[src/rtl/crc_stream_check.sv]
// crc_stream_check: serial CRC checker over a valid/ready stream with held result and saturating error count
module crc_stream_check #(
  parameter int N = 16,
  parameter int R = 7,
  parameter logic [R-1:0] DIV = 7'b1111011,
  parameter int W = 1,
  parameter int CW = 16
) (
  input  logic          clk,
  input  logic          rst,
  input  logic          clr,
  input  logic          in_valid,
  output logic          in_ready,
  input  logic [W-1:0]  in_data,
  output logic          out_valid,
  input  logic          out_ready,
  output logic [N-1:0]  out_data,
  output logic          out_error,
  output logic [R-2:0]  out_syn,
  output logic [CW-1:0] err_count
);
  localparam int L = N + R - 1;
  localparam int BEATS = L / W;
  localparam int BW = $clog2(BEATS + 1);
  localparam logic [0:0] COLLECT = 1'b0;
  localparam logic [0:0] HOLD = 1'b1;
  logic [0:0] state;
  logic [BW-1:0] cnt;
  logic [R-2:0] rem, rem_n;
  logic [R-1:0] t;
  logic [L-W-1:0] sh;
  logic [L-1:0] sh_n;
  logic last;
  if ((L % W) != 0 || DIV[R-1] != 1'b1) begin : g_chk
    $error("crc_stream_check: L must be divisible by W and DIV[R-1] must be 1");
  end
  assign in_ready = state == COLLECT;
  assign out_valid = state == HOLD;
  assign sh_n = {sh, in_data};
  assign last = cnt == BW'(BEATS - 1);
  always_comb begin
    rem_n = rem;
    t = '0;
    for (int i = W - 1; i >= 0; i--) begin
      t = {rem_n, in_data[i]};
      t = t[R-1] ? t ^ DIV : t;
      rem_n = t[R-2:0];
    end
  end
  always_ff @(posedge clk or posedge rst) begin
    if (rst) begin
      state <= COLLECT;
      cnt <= '0;
      rem <= '0;
      sh <= '0;
      out_data <= '0;
      out_error <= 1'b0;
      out_syn <= '0;
      err_count <= '0;
    end else if (clr) begin
      state <= COLLECT;
      cnt <= '0;
      rem <= '0;
      err_count <= '0;
    end else if (state == COLLECT) begin
      if (in_valid) begin
        sh <= sh_n[L-W-1:0];
        rem <= last ? '0 : rem_n;
        cnt <= last ? '0 : cnt + 1'b1;
        if (last) begin
          out_data <= sh_n[L-1:R-1];
          out_syn <= rem_n;
          out_error <= |rem_n;
          state <= HOLD;
        end
      end
    end else if (out_ready) begin
      state <= COLLECT;
      if (out_error && !(&err_count)) err_count <= err_count + 1'b1;
    end
  end
endmodule

[config.mk]
export PLATFORM = sky130hd
export DESIGN_NAME = crc_stream_check
export DESIGN_NICKNAME = d
export VERILOG_FILES = /design/src/rtl/crc_stream_check.sv
export SDC_FILE = /design/constraint.sdc
export NUM_CORES = 1
export LEC_CHECK = 0
export ABC_AREA = 0
export CORE_AREA = 2 2 95 70
export DETAILED_ROUTE_END_ITERATION = 7
export DIE_AREA = 0 0 97 72
export PLACE_DENSITY = 0.78
export SLEW_MARGIN = 10
export SYNTH_ARGS = -nofsm -noshare
export SYNTH_HDL_FRONTEND = slang
export SYNTH_SLANG_ARGS = --single-unit
[constraint.sdc]
create_clock -name clk -period 2.52 [get_ports clk]
set_input_delay 0.252 -clock clk [delete_from_list [all_inputs] [get_ports clk]]
set_output_delay 0.252 -clock clk [all_outputs]
set_load 0.02 [all_outputs]
==> results.md <==
- Outcome: completed
- Max Slew Vio Count: 0
- Largest net degree at the start of global routing: 73
- Pwr dens: 603.6 nW/um^2
- Top cell type's share of synthesized area: 56.72%
- Switching share of power: 23.09%
- Metal3 WL: 437 um
- Worst-margin pin slew: 0.7119 ns
- Worst hold slack: 0.2976 ns
- Number of synthesized flops with an enable pin: 0
- CP Launch Point: err_count[0]
- Cell depth of the worst flop-to-flop path: 6
- Antenna-violating nets left: 0
- IO Pins: 47
- Setup Fix Bufs, Post-CTS: 0
- Worst setup endpoint: err_count[7]
- Worst hold path class: input pin to async pin
- Clock root buffer: clkbuf_8
- Worst R2R Start: err_count[0]
- Internal: 0.001845 W
- Worst path cell trace: ha_1 > nand3_1 > nor4_1 > buf_4 > nor3_1 > a211oi_1
- Post-synth ARST share: 100.0%
- Met2 Wirelength: 2872 um
- Max Clk Rate: 506.4 MHz
- CP max stage delay: 0.60 ns
- Average cell area after synthesis: 10.12 um^2
- Initial antenna violation count: 0
- First-pass GRT wire length: 11340 um
- Core area: 6036 um^2
- Post-Route M1 WL: 3166 um
- Simple-gate share of the synthesized area: 22.65%
- Fill count: 482
- Compound-cell area share of the yosys netlist: 8.389%
- Final Setup Violations: 0
- Final core utilization: 65.84%
- Worst setup EP type: flip-flop
- ANT cells: 0
- Gate power share: 5.1%
- Detailed-route via count: 2443
- CTS Hold Bufs: 0
- FP Rows: 24
- Mux cell area share after synthesis: 7.011%
- Syn Inst Count: 314
- Vias in the first global route: 2314
- DR top layer: met4
- Die X: 97 um
- Input/output buffers: 46
- Drt pass-1 iters: 4
- Static leakage: 1.803 nW
- Final Critical Period: 1.975 ns
- Die area: 6984 um^2
- Nets@finish: 373
- Layout area overhead: 25.09%
- Slack of the worst reg-to-reg path: 0.55 ns
- Sequential share of power: 52.3%
- Resized cells post-CTS: 0
- Post-synthesis net count: 323
- CP max stage cell: nor4_1
- GRT Util Overall: 20.63%
- Vias/cell: 5.465
- Critical Path AT: 2.22 ns
- Commonest non-fill, non-tap cell in the layout: nand2_1
- CP required: 2.77 ns
- Post-DP HPWL: 4414 um
- Initial Utilization: 52.63%
- Overflow after GRT: 0
- Routed len/inst: 14.72 um
- Seq/Total Area, Yosys: 56.72%
- Clock sink total: 72
- Clock Skew: 0.01042 ns
- Crit Path Category: flip-flop to flip-flop
- Final Power: 0.002399 W
- Largest family of logic cells by synthesized area: simple AND/OR/NAND/NOR gates
- Crit Reg-Reg Endpoint: err_count[7]
- Critical Path Source Type: flip-flop
- Post-Synth XOR/XNOR Area: 1.378%
- Share of layout cells above drive strength 1: 13.55%
- Final Cycle Share: 78.36%
- Synth area leaders: dfrtp_1 (57%), nand2_1 (8.9%), mux2_2 (6.4%)
- Maximum VDD drop: 0.3649 mV
- CTS tree: built
- Mapped cell area: 3177 um^2
- Most frequent cells in the layout: nand2_1 (75), dfrtp_1 (72), clkdlybuf4s50_1 (46)
- Synth warn: 0
- Worst setup slack after layout: 0.5452 ns
- Slew headroom: 52.10%
- Main synth FF type: dfrtp_1
- Gpl congestion: 0.9195
- Maximum clock insertion buffer count: 2
- Reg clk slew, reported paths: 0.07 ns
- Synth cell types: 41
- Flops & latches, synth: 72
- Worst skew pair latency: 0.35 ns
- Critical Path Fanout Max: 5
- RSZ-0062 raised after global routing: no
- Max-cap violations: 0
- Clock share of power: 42.6%
- Fin. Hold Viols: 0
- Routed Wire Length: 6579 um
- DRC Markers: 0
- CTS buffer count: 9
- Sw power: 0.0005538 W
- H-tree level count: 3
- Setup_tns: 0 ns
- Adder-Cell Fraction of Synth Area: 1.182%
- Setup WS pre-CTS: 0.4557 ns
- Die height: 72 um
- Cell taking the most area after synthesis: dfrtp_1
- 1st-iter DRT viols: 205
## logic make-up after synthesis
logic type / Yosys count
muxes: 20
and+or+nand+nor: 147
xor gates and xnor gates: 5
buffers and inverters: 22
DFF: 72
adders and majority gates: 3
AOI/OAI and AO/OA: 45
## worst min path at each step
stage | startpoint | endpoint | slack (ns) | cells past startpoint
floorplan | out_ready | out_valid | 0.34 | 1
global placement | sh[1] | sh[2] | 0.45 | 2
detailed placement | sh[2] | sh[3] | 0.45 | 2
CTS | rst | err_count[15] | 0.30 | 3
global route | rst | err_count[2] | 0.33 | 3
finish | rst | sh[6] | 0.30 | 3
## critical path: cells and delay by family (launching register included)
kind	cells	cell delay, ns
adders and majority gates	1	0.23
and+or+nand+nor	3	0.79
AOI/OAI and AO/OA	1	0.23
DFF	1	0.41
buffers and inverters	1	0.23
## cells in the mapped netlist (2+ instances only)
cell type  instances
nor3_1            12
nand3_1           10
xor2_1             2
ha_1               3
a22o_1             2
and3_1             2
o21ai_0           15
nand2b_1           5
a31oi_1            3
clkbuf_1          11
buf_2              2
nand4_1            4
inv_1              8
mux2_2            18
nor3b_1            2
nor4_1             4
nor2_1            15
dfrtp_1           72
a211oi_1           3
mux2i_1            2
o21bai_1           2
xnor2_1            3
a21oi_1           13
or4_1              5
nand2_1           75
o31ai_1            6
## routing by layer
layer | vias up | global-route usage, %
met3 | 8 | 5.780
met5 | - | 0
met2 | 82 | 30.02
li1 | 1187 | -
met4 | 0 | 7.668
met1 | 1166 | 29.96
## power by group through the flow
stage | Sequential [W] | Clock [W] | Combinational, W
floorplan | 0.00126 | 0 | 0.0000869
global placement | 0.00127 | 0 | 0.000121
detailed placement | 0.00127 | 0 | 0.000128
CTS | 0.00125 | 0.00105 | 0.000127
global route | 0.00126 | 0.00110 | 0.000146
finish | 0.00125 | 0.00102 | 0.000123
## stage by stage
stage,std cells,area [um^2]
floorplan,314,3177
global placement,431,3745
detailed placement,431,3745
CTS,447,3974
global route,447,3974
finish,447,3974
## registers in the layout, summed over array words and instances, names as in the netlist
name / count
err_count: 16
out_data: 16
out_syn: 6
out_error: 1
rem: 6
cnt: 5
out_valid: 1
sh: 21
## area by class of cell
| type | count | area [um^2] | share of cell area (%) |
|---|---|---|---|
| Clock buffer | 10 | 137.6 | 3.463 |
| Clock inverter | 6 | 91.34 | 2.298 |
| Inverter | 8 | 30.03 | 0.7557 |
| Multi-Input combinational cell | 220 | 1290 | 32.46 |
| Sequential cell | 72 | 1802 | 45.34 |
| Tap cell | 78 | 97.59 | 2.456 |
| Timing Repair Buffer | 53 | 525.5 | 13.22 |
(Power assumes the default switching activity.)
